File: config.mk
export PLATFORM = sky130hd
export DESIGN_NAME = star_box_finder_flat
export DESIGN_NICKNAME = d
export VERILOG_FILES = /design/src/rtl/star_box_finder_if.sv /design/src/rtl/star_box_finder.sv /design/src/flat_wrapper.sv
export SDC_FILE = /design/constraint.sdc
export NUM_CORES = 1
export LEC_CHECK = 0
export CORE_MARGIN = 3
export CORE_UTILIZATION = 30
export DETAILED_ROUTE_END_ITERATION = 8
export GPL_ROUTABILITY_DRIVEN = 0
export PLACE_DENSITY_LB_ADDON = 0.25
export SLEW_MARGIN = 10
export SYNTH_ARGS = -nofsm -noshare
export SYNTH_HDL_FRONTEND = slang
export SYNTH_SLANG_ARGS = --single-unit
export TNS_END_PERCENT = 1
File: constraint.sdc
create_clock -name clk -period 4.01 [get_ports clk]
set_input_delay 0.6015 -clock clk [delete_from_list [all_inputs] [get_ports clk]]
set_output_delay 0.6015 -clock clk [all_outputs]
set_load 0.03 [all_outputs]
File: src/rtl/star_box_finder_if.sv
// star_box_finder_if: bundles the go/done handshake, frame-buffer read port and erase-stage box hand-off.
interface star_box_finder_if #(
    parameter int XSZ    = 8,
    parameter int YSZ    = 7,
    parameter int COLSZ  = 3,
    parameter int ADDRSZ = 15
);
    logic              i_go_find;
    logic              o_done_find;
    logic              o_busy;
    logic [ADDRSZ-1:0] o_rd_addr;
    logic [COLSZ-1:0]  i_rd_data;
    logic [XSZ-1:0]    o_x_left;
    logic [XSZ-1:0]    o_x_right;
    logic [YSZ-1:0]    o_y_top;
    logic [YSZ-1:0]    o_y_bottom;
    logic              o_go_clean;
    logic              i_done_clean;
    logic [7:0]        o_star_count;

    modport slave (
        input  i_go_find, i_rd_data, i_done_clean,
        output o_done_find, o_busy, o_rd_addr, o_x_left, o_x_right,
               o_y_top, o_y_bottom, o_go_clean, o_star_count
    );

    modport master (
        output i_go_find, i_rd_data, i_done_clean,
        input  o_done_find, o_busy, o_rd_addr, o_x_left, o_x_right,
               o_y_top, o_y_bottom, o_go_clean, o_star_count
    );
endinterface

File: src/rtl/star_box_finder.sv
// star_box_finder: raster-scans the frame buffer, measures a cross-extent box around each
// bright seed pixel, hands it to the erase stage and resumes the scan once it is cleared.
module star_box_finder #(
    parameter int XSZ    = 8,
    parameter int YSZ    = 7,
    parameter int COLSZ  = 3,
    parameter int ADDRSZ = 15,
    parameter int XMAX   = 159,
    parameter int YMAX   = 119
) (
    input  logic                  clk,
    input  logic                  resetn,
    star_box_finder_if.slave      bus
);
    typedef enum logic [3:0] {
        IDLE, SCAN_RD, SCAN_CHK, RIGHT_RD, RIGHT_CHK, LEFT_RD, LEFT_CHK,
        DOWN_RD, DOWN_CHK, ISSUE, WAIT_CLEAN, DONE
    } state_t;

    localparam logic [XSZ-1:0] XM = XSZ'(XMAX);
    localparam logic [YSZ-1:0] YM = YSZ'(YMAX);

    state_t         r_state;
    logic [XSZ-1:0] r_sx, r_px, r_x_left, r_x_right;
    logic [YSZ-1:0] r_sy, r_py, r_y_top, r_y_bottom;
    logic [7:0]     r_star_count;
    logic           r_go_clean, r_done_find;

    logic           w_bright;
    state_t         w_after_left, w_after_right;
    logic [XSZ-1:0] w_ax;
    logic [YSZ-1:0] w_ay;

    always_comb begin
        w_bright      = |bus.i_rd_data;
        w_after_left  = (r_sy != YM) ? DOWN_RD : ISSUE;
        w_after_right = (r_sx != '0) ? LEFT_RD : w_after_left;
        w_ay          = (r_state == DOWN_RD) ? r_py : r_sy;
        w_ax          = (r_state == RIGHT_RD || r_state == LEFT_RD) ? r_px : r_sx;
    end

    // y*160 + x without a multiplier
    assign bus.o_rd_addr    = (ADDRSZ'(w_ay) << 7) + (ADDRSZ'(w_ay) << 5) + ADDRSZ'(w_ax);
    assign bus.o_x_left     = r_x_left;
    assign bus.o_x_right    = r_x_right;
    assign bus.o_y_top      = r_y_top;
    assign bus.o_y_bottom   = r_y_bottom;
    assign bus.o_go_clean   = r_go_clean;
    assign bus.o_done_find  = r_done_find;
    assign bus.o_star_count = r_star_count;
    assign bus.o_busy       = !(r_state == IDLE || r_state == DONE);

    always_ff @(posedge clk) begin
        if (!resetn) begin
            r_state      <= IDLE;
            r_sx         <= '0;
            r_sy         <= '0;
            r_px         <= '0;
            r_py         <= '0;
            r_x_left     <= '0;
            r_x_right    <= '0;
            r_y_top      <= '0;
            r_y_bottom   <= '0;
            r_star_count <= '0;
            r_go_clean   <= 1'b0;
            r_done_find  <= 1'b0;
        end else begin
            r_go_clean  <= 1'b0;
            r_done_find <= 1'b0;
            case (r_state)
                IDLE, DONE: if (bus.i_go_find) begin
                    r_star_count <= '0;
                    r_sx         <= '0;
                    r_sy         <= '0;
                    r_state      <= SCAN_RD;
                end
                SCAN_RD: r_state <= SCAN_CHK;
                SCAN_CHK: if (w_bright) begin
                    r_x_left     <= r_sx;
                    r_x_right    <= r_sx;
                    r_y_top      <= r_sy;
                    r_y_bottom   <= r_sy;
                    r_star_count <= r_star_count + 8'(r_star_count != 8'hFF);
                    // probe set up for whichever directional scan comes first; edges guard every step
                    r_px         <= (r_sx != XM) ? r_sx + 1'b1 : r_sx - XSZ'(r_sx != '0);
                    r_py         <= r_sy + YSZ'(r_sy != YM);
                    r_state      <= (r_sx != XM) ? RIGHT_RD : w_after_right;
                    r_go_clean   <= (r_sx == XM) && (w_after_right == ISSUE);
                end else if (r_sx != XM) begin
                    r_sx    <= r_sx + 1'b1;
                    r_state <= SCAN_RD;
                end else if (r_sy != YM) begin
                    r_sx    <= '0;
                    r_sy    <= r_sy + 1'b1;
                    r_state <= SCAN_RD;
                end else begin
                    r_state     <= DONE;
                    r_done_find <= 1'b1;
                end
                RIGHT_RD: r_state <= RIGHT_CHK;
                RIGHT_CHK: begin
                    if (w_bright)
                        r_x_right <= r_px;
                    if (w_bright && r_px != XM) begin
                        r_px    <= r_px + 1'b1;
                        r_state <= RIGHT_RD;
                    end else begin
                        r_px       <= r_sx - XSZ'(r_sx != '0);
                        r_state    <= w_after_right;
                        r_go_clean <= (w_after_right == ISSUE);
                    end
                end
                LEFT_RD: r_state <= LEFT_CHK;
                LEFT_CHK: begin
                    if (w_bright)
                        r_x_left <= r_px;
                    if (w_bright && r_px != '0) begin
                        r_px    <= r_px - 1'b1;
                        r_state <= LEFT_RD;
                    end else begin
                        r_state    <= w_after_left;
                        r_go_clean <= (w_after_left == ISSUE);
                    end
                end
                DOWN_RD: r_state <= DOWN_CHK;
                DOWN_CHK: begin
                    if (w_bright)
                        r_y_bottom <= r_py;
                    if (w_bright && r_py != YM) begin
                        r_py    <= r_py + 1'b1;
                        r_state <= DOWN_RD;
                    end else begin
                        r_state    <= ISSUE;
                        r_go_clean <= 1'b1;
                    end
                end
                ISSUE: r_state <= WAIT_CLEAN;
                // seed pixel is black after the erase, so rescanning it cannot re-detect
                WAIT_CLEAN: if (bus.i_done_clean) r_state <= SCAN_RD;
                default: r_state <= IDLE;
            endcase
        end
    end
endmodule

File: src/flat_wrapper.sv
// flat-port wrapper written by rule: the top's interface ports become plain ports
module star_box_finder_flat 
#(
    parameter int XSZ    = 8,
    parameter int YSZ    = 7,
    parameter int COLSZ  = 3,
    parameter int ADDRSZ = 15,
    parameter int XMAX   = 159,
    parameter int YMAX   = 119
)
  (clk, resetn, bus_i_go_find, bus_i_rd_data, bus_i_done_clean, bus_o_done_find, bus_o_busy, bus_o_rd_addr, bus_o_x_left, bus_o_x_right, bus_o_y_top, bus_o_y_bottom, bus_o_go_clean, bus_o_star_count);
  star_box_finder_if #(.XSZ(XSZ), .YSZ(YSZ), .COLSZ(COLSZ), .ADDRSZ(ADDRSZ)) bus_i ();
  input  logic clk;
  input  logic resetn;
  input wire logic [$bits(bus_i.i_go_find)-1:0] bus_i_go_find;
  input wire logic [$bits(bus_i.i_rd_data)-1:0] bus_i_rd_data;
  input wire logic [$bits(bus_i.i_done_clean)-1:0] bus_i_done_clean;
  output wire logic [$bits(bus_i.o_done_find)-1:0] bus_o_done_find;
  output wire logic [$bits(bus_i.o_busy)-1:0] bus_o_busy;
  output wire logic [$bits(bus_i.o_rd_addr)-1:0] bus_o_rd_addr;
  output wire logic [$bits(bus_i.o_x_left)-1:0] bus_o_x_left;
  output wire logic [$bits(bus_i.o_x_right)-1:0] bus_o_x_right;
  output wire logic [$bits(bus_i.o_y_top)-1:0] bus_o_y_top;
  output wire logic [$bits(bus_i.o_y_bottom)-1:0] bus_o_y_bottom;
  output wire logic [$bits(bus_i.o_go_clean)-1:0] bus_o_go_clean;
  output wire logic [$bits(bus_i.o_star_count)-1:0] bus_o_star_count;
  assign bus_i.i_go_find = bus_i_go_find;
  assign bus_i.i_rd_data = bus_i_rd_data;
  assign bus_i.i_done_clean = bus_i_done_clean;
  assign bus_o_done_find = bus_i.o_done_find;
  assign bus_o_busy = bus_i.o_busy;
  assign bus_o_rd_addr = bus_i.o_rd_addr;
  assign bus_o_x_left = bus_i.o_x_left;
  assign bus_o_x_right = bus_i.o_x_right;
  assign bus_o_y_top = bus_i.o_y_top;
  assign bus_o_y_bottom = bus_i.o_y_bottom;
  assign bus_o_go_clean = bus_i.o_go_clean;
  assign bus_o_star_count = bus_i.o_star_count;
  star_box_finder #(.XSZ(XSZ), .YSZ(YSZ), .COLSZ(COLSZ), .ADDRSZ(ADDRSZ), .XMAX(XMAX), .YMAX(YMAX)) u_core (.clk(clk), .resetn(resetn), .bus(bus_i));
endmodule
==> impl_results.md <==
* Core ar. at 16700 sq um
* Min-Delay Endpoint: u_core.bus.o_y_top[0]$_SDFFE_PN0P_
* H-tree depth at 3
* Top cells by area, synth: dfxtp_1 29%, nand2_1 7.4%, ha_1 6.3%
* # clock sinks at 74
* Total grt overflow at 0
* Wire per inst at roughly 17 um
* Worst setup margin at 0.0950 ns
* RSZ-0062 raised after global routing: true
* Initial antenna violation count at 0
* Number of CTS-inserted buffers at 9
* Worst-path clk slew at about 0.060 ns
* Leak at ~2.6 nW
* Largest net degree at the start of global routing at 36
* Pre-Repair DR Iteration Count at 6
* Layout Skew at approximately 0.016 ns
* Post-synth ARST share at 0%
* Fin nets at about 730
* Power Dens Cells at 302 nW/um^2
* YS warnings at 0
* Area leader, netlist: dfxtp_1
* Diodes inserted at 0
* Final core utilization at about two fifths
* Top_reg_cell synth: dfxtp_1
* Die area at 18800 sq um
* Cell count of the worst reg-to-reg path at 8
* CTS tree: yes
* # rows at 47
* Worst r2r src: u_core.r_state[2]$_SDFFE_PN0P_
* Max IR drop VDD at about 220 uV
* Number of max-cap violations at 0
* Register area share after synthesis at 28.8%
* Vias at about 5000
* Max-slew violation count at 0
* Residual DRC count at 0
* Hold Startpoint: u_core.bus.o_y_top[0]$_SDFFE_PN0P_
* Max Buffers Root-to-Sink at 2
* First-pass GRT wire length at around 25000 um
* Peak Freq at 0.255 GHz
* Fin crit period at 3.92 ns
* Cts hold-fix bufs at 0
* Port Buf Inserts at 62
* Area Growth Syn to Fin at 24.2%
* Share of cells above drive strength 1 at 14.2%
* Seq cells post-synth at between 70 and 80
* Hold depth at 2
* Initial core utilization at a little under a third
* Dpl cells at 899
* Final setup violation count at 0
* Netlist cell types at 72
* Root buffer cell: clkbuf_16
* Filler instances at between 1500 and 2000
* Die Ht at about 140 um
* Clk Latency, worst-skew pair at roughly 0.35 ns
* Avg Vias per Cell at approximately 5.5
* Worst-Margin Slew at roughly 1.2 ns
* Part of the cycle the worst path needs at between 90% and 100%
* Detailed placement HPWL at between 10000 and 15000 um
* Worst Hold Class: register to register
* Io pins at 63
* Max-slew headroom at between 10% and 20%
* Worst-path maximum fanout at 3
* Starting DRT DRC Count at around 320
* Post-Place Setup Slack at roughly 0.29 ns
* Post-synthesis cell count at approximately 650
* Final Hold Vio Count at 0
* Mean post-synth cell area at between 7 and 8 sq um
* Aggregate global-route resource usage at 16.4%
* Worst EP arrival at 3.31 ns
* Post-synthesis cell area at 5150 sq um
* Reg-to-Reg End: u_core.r_py[6]$_SDFFE_PN0P_
* CP endpoint kind: output pin
* Status: complete, no violations
* Crit start category: register
* Top-area cell type share of the netlist area at between 20 and 30%
* Vias in the first global route at 4883
* CP Class: register to output pin
* Synthesized Nets at 686
* Total wire length at roughly 15000 um
* Worst Setup SP: u_core.r_state[1]$_SDFFE_PN0P_
* Reg2reg setup slack at ~0.78 ns
* Post-synth EDFFs at 0
* Post-Layout Cell Count at 922
* Remaining antenna violation count at 0
* Required @ worst endpoint at around 3.4 ns
* Horiz. Die Dim at 137 um
## worst max-delay path, cell delays in order (launching register included)
cell	delay, ns
dfxtp_4	0.35
xnor2_2	0.13
nor3b_2	0.24
mux2_4	0.34
fa_1	0.53
inv_1	0.06
fa_2	0.34
nor2b_1	0.12
o21ai_1	0.09
a21boi_1	0.18
o21a_1	0.20
nor2_2	0.07
xnor2_2	0.16
buf_6	0.15
## logic make-up (layout without fill, tap and decap cells)
logic type / after synthesis / in the layout / synth area share, %
multiplexers: 16 / 16 / 3.40
XOR/XNOR: 32 / 32 / 5.44
AND/OR/NAND/NOR: 266 / 266 / 25.6
adder cells (fa/ha/maj): 28 / 28 / 7.10
AO/OA/AOI/OAI: 164 / 164 / 23.8
buffers and inverters: 71 / 122 / 5.83
flip-flops: 74 / 74 / 28.8
## state kept, by name (all words and copies together), names as in the netlist
signal / count
u_core.r_py: 7
u_core.bus.o_x_right: 8
u_core.bus.o_star_count: 8
u_core.bus.o_y_bottom: 7
u_core.r_state: 4
u_core.bus.o_y_top: 7
u_core.bus.o_x_left: 8
u_core.r_sy: 7
u_core.bus.o_go_clean: 1
u_core.r_px: 8
u_core.r_sx: 8
u_core.bus.o_done_find: 1
## worst max-delay path by stage
stage	endpoint
6_report	bus_o_rd_addr[12]
5_1_grt	bus_o_rd_addr[12]
4_1_cts	bus_o_rd_addr[13]
3_5_place_dp	bus_o_rd_addr[14]
3_3_place_gp	bus_o_rd_addr[14]
2_1_floorplan	bus_o_rd_addr[14]
## through the flow
| stage | instance area [sq um] | hold slack [ns] | setup TNS (ns) | total power (W) |
|---|---|---|---|---|
| 2_1_floorplan | 5170 | 0.509 | 0 | 0.00100 |
| 3_3_place_gp | 5960 | 0.464 | 0 | 0.00109 |
| 3_5_place_dp | 5960 | 0.467 | 0 | 0.00110 |
| 4_1_cts | 6330 | 0.487 | -0.00910 | 0.00195 |
| 5_1_grt | 6390 | 0.506 | -0.0994 | 0.00202 |
| 6_report | 6390 | 0.480 | 0 | 0.00193 |
## cells in the final DEF (no fill, tap or decap), types with 4 or more instances in the layout
| master | n |
|---|---|
| nor2b_1 | 9 |
| clkbuf_16 | 9 |
| o22ai_1 | 4 |
| nand3b_1 | 5 |
| nand4b_1 | 4 |
| nand3_1 | 33 |
| nor3_1 | 13 |
| xor2_1 | 20 |
| mux2_2 | 10 |
| a22oi_1 | 7 |
| o21ai_0 | 34 |
| ha_1 | 24 |
| a21oi_1 | 12 |
| inv_1 | 14 |
| xnor2_1 | 10 |
| dfxtp_1 | 72 |
| a31oi_1 | 4 |
| nor4b_2 | 4 |
| o211a_1 | 25 |
| a21boi_0 | 12 |
| nand2_1 | 102 |
| o211ai_1 | 19 |
| nand4_1 | 7 |
| mux2i_1 | 4 |
| buf_4 | 33 |
| or3_1 | 4 |
| and3_1 | 11 |
| nor2_1 | 49 |
| and4_1 | 4 |
| clkdlybuf4s50_1 | 53 |
## routing by layer
metal	global-route usage, %	wire [um]	vias up
met1	20.9	6890	2450
li1	-	-	2449
met5	0	0	-
met2	27.7	7340	153
met4	5.43	369	0
met3	3.27	805	33
## Yosys cell counts, types with 8 or more instances
| library cell | instances |
|---|---|
| ha_1 | 26 |
| o21ai_0 | 37 |
| o211a_1 | 25 |
| inv_1 | 15 |
| mux2_2 | 12 |
| xor2_1 | 20 |
| dfxtp_1 | 74 |
| a21boi_0 | 13 |
| nor2b_1 | 9 |
| nand3_1 | 33 |
| and3_1 | 11 |
| nor2_1 | 50 |
| xnor2_1 | 12 |
| a21oi_1 | 14 |
| nor3_1 | 15 |
| nand2_1 | 102 |
| buf_2 | 8 |
| o211ai_1 | 19 |
| clkbuf_1 | 41 |
## where the power goes
| part | leakage (nW) | total (W) | switching [W] | internal (W) |
|---|---|---|---|---|
| registers | 0.600 | 0.000793 | 0.0000314 | 0.000761 |
| clock network | 0.151 | 0.000844 | 0.000356 | 0.000488 |
| logic | 1.84 | 0.000292 | 0.000176 | 0.000116 |
| total | 2.59 | 0.00193 | 0.000564 | 0.00137 |
## area by class of cell
class | instances | area (sq um) | area share [%]
multi-input combinational | 506 | 3460 | 54.0
sequential | 74 | 1490 | 23.2
timing repair buffer | 90 | 817 | 12.8
tap | 220 | 275 | 4.30
clock buffer | 9 | 225 | 3.52
clock inverter | 7 | 75.1 | 1.17
inverter | 16 | 60.1 | 0.939
## timing repair
item | 4_1_cts | 5_1_grt
gates resized for setup | 9 | 13
hold endpoints to repair | 0 | 0
endpoints found under the setup margin | 3 | 4
gates cloned | 0 | 0
pin swaps | 6 | 17
setup buffers | 5 | 2
Note: power is estimated with default switching activity, not from simulation.
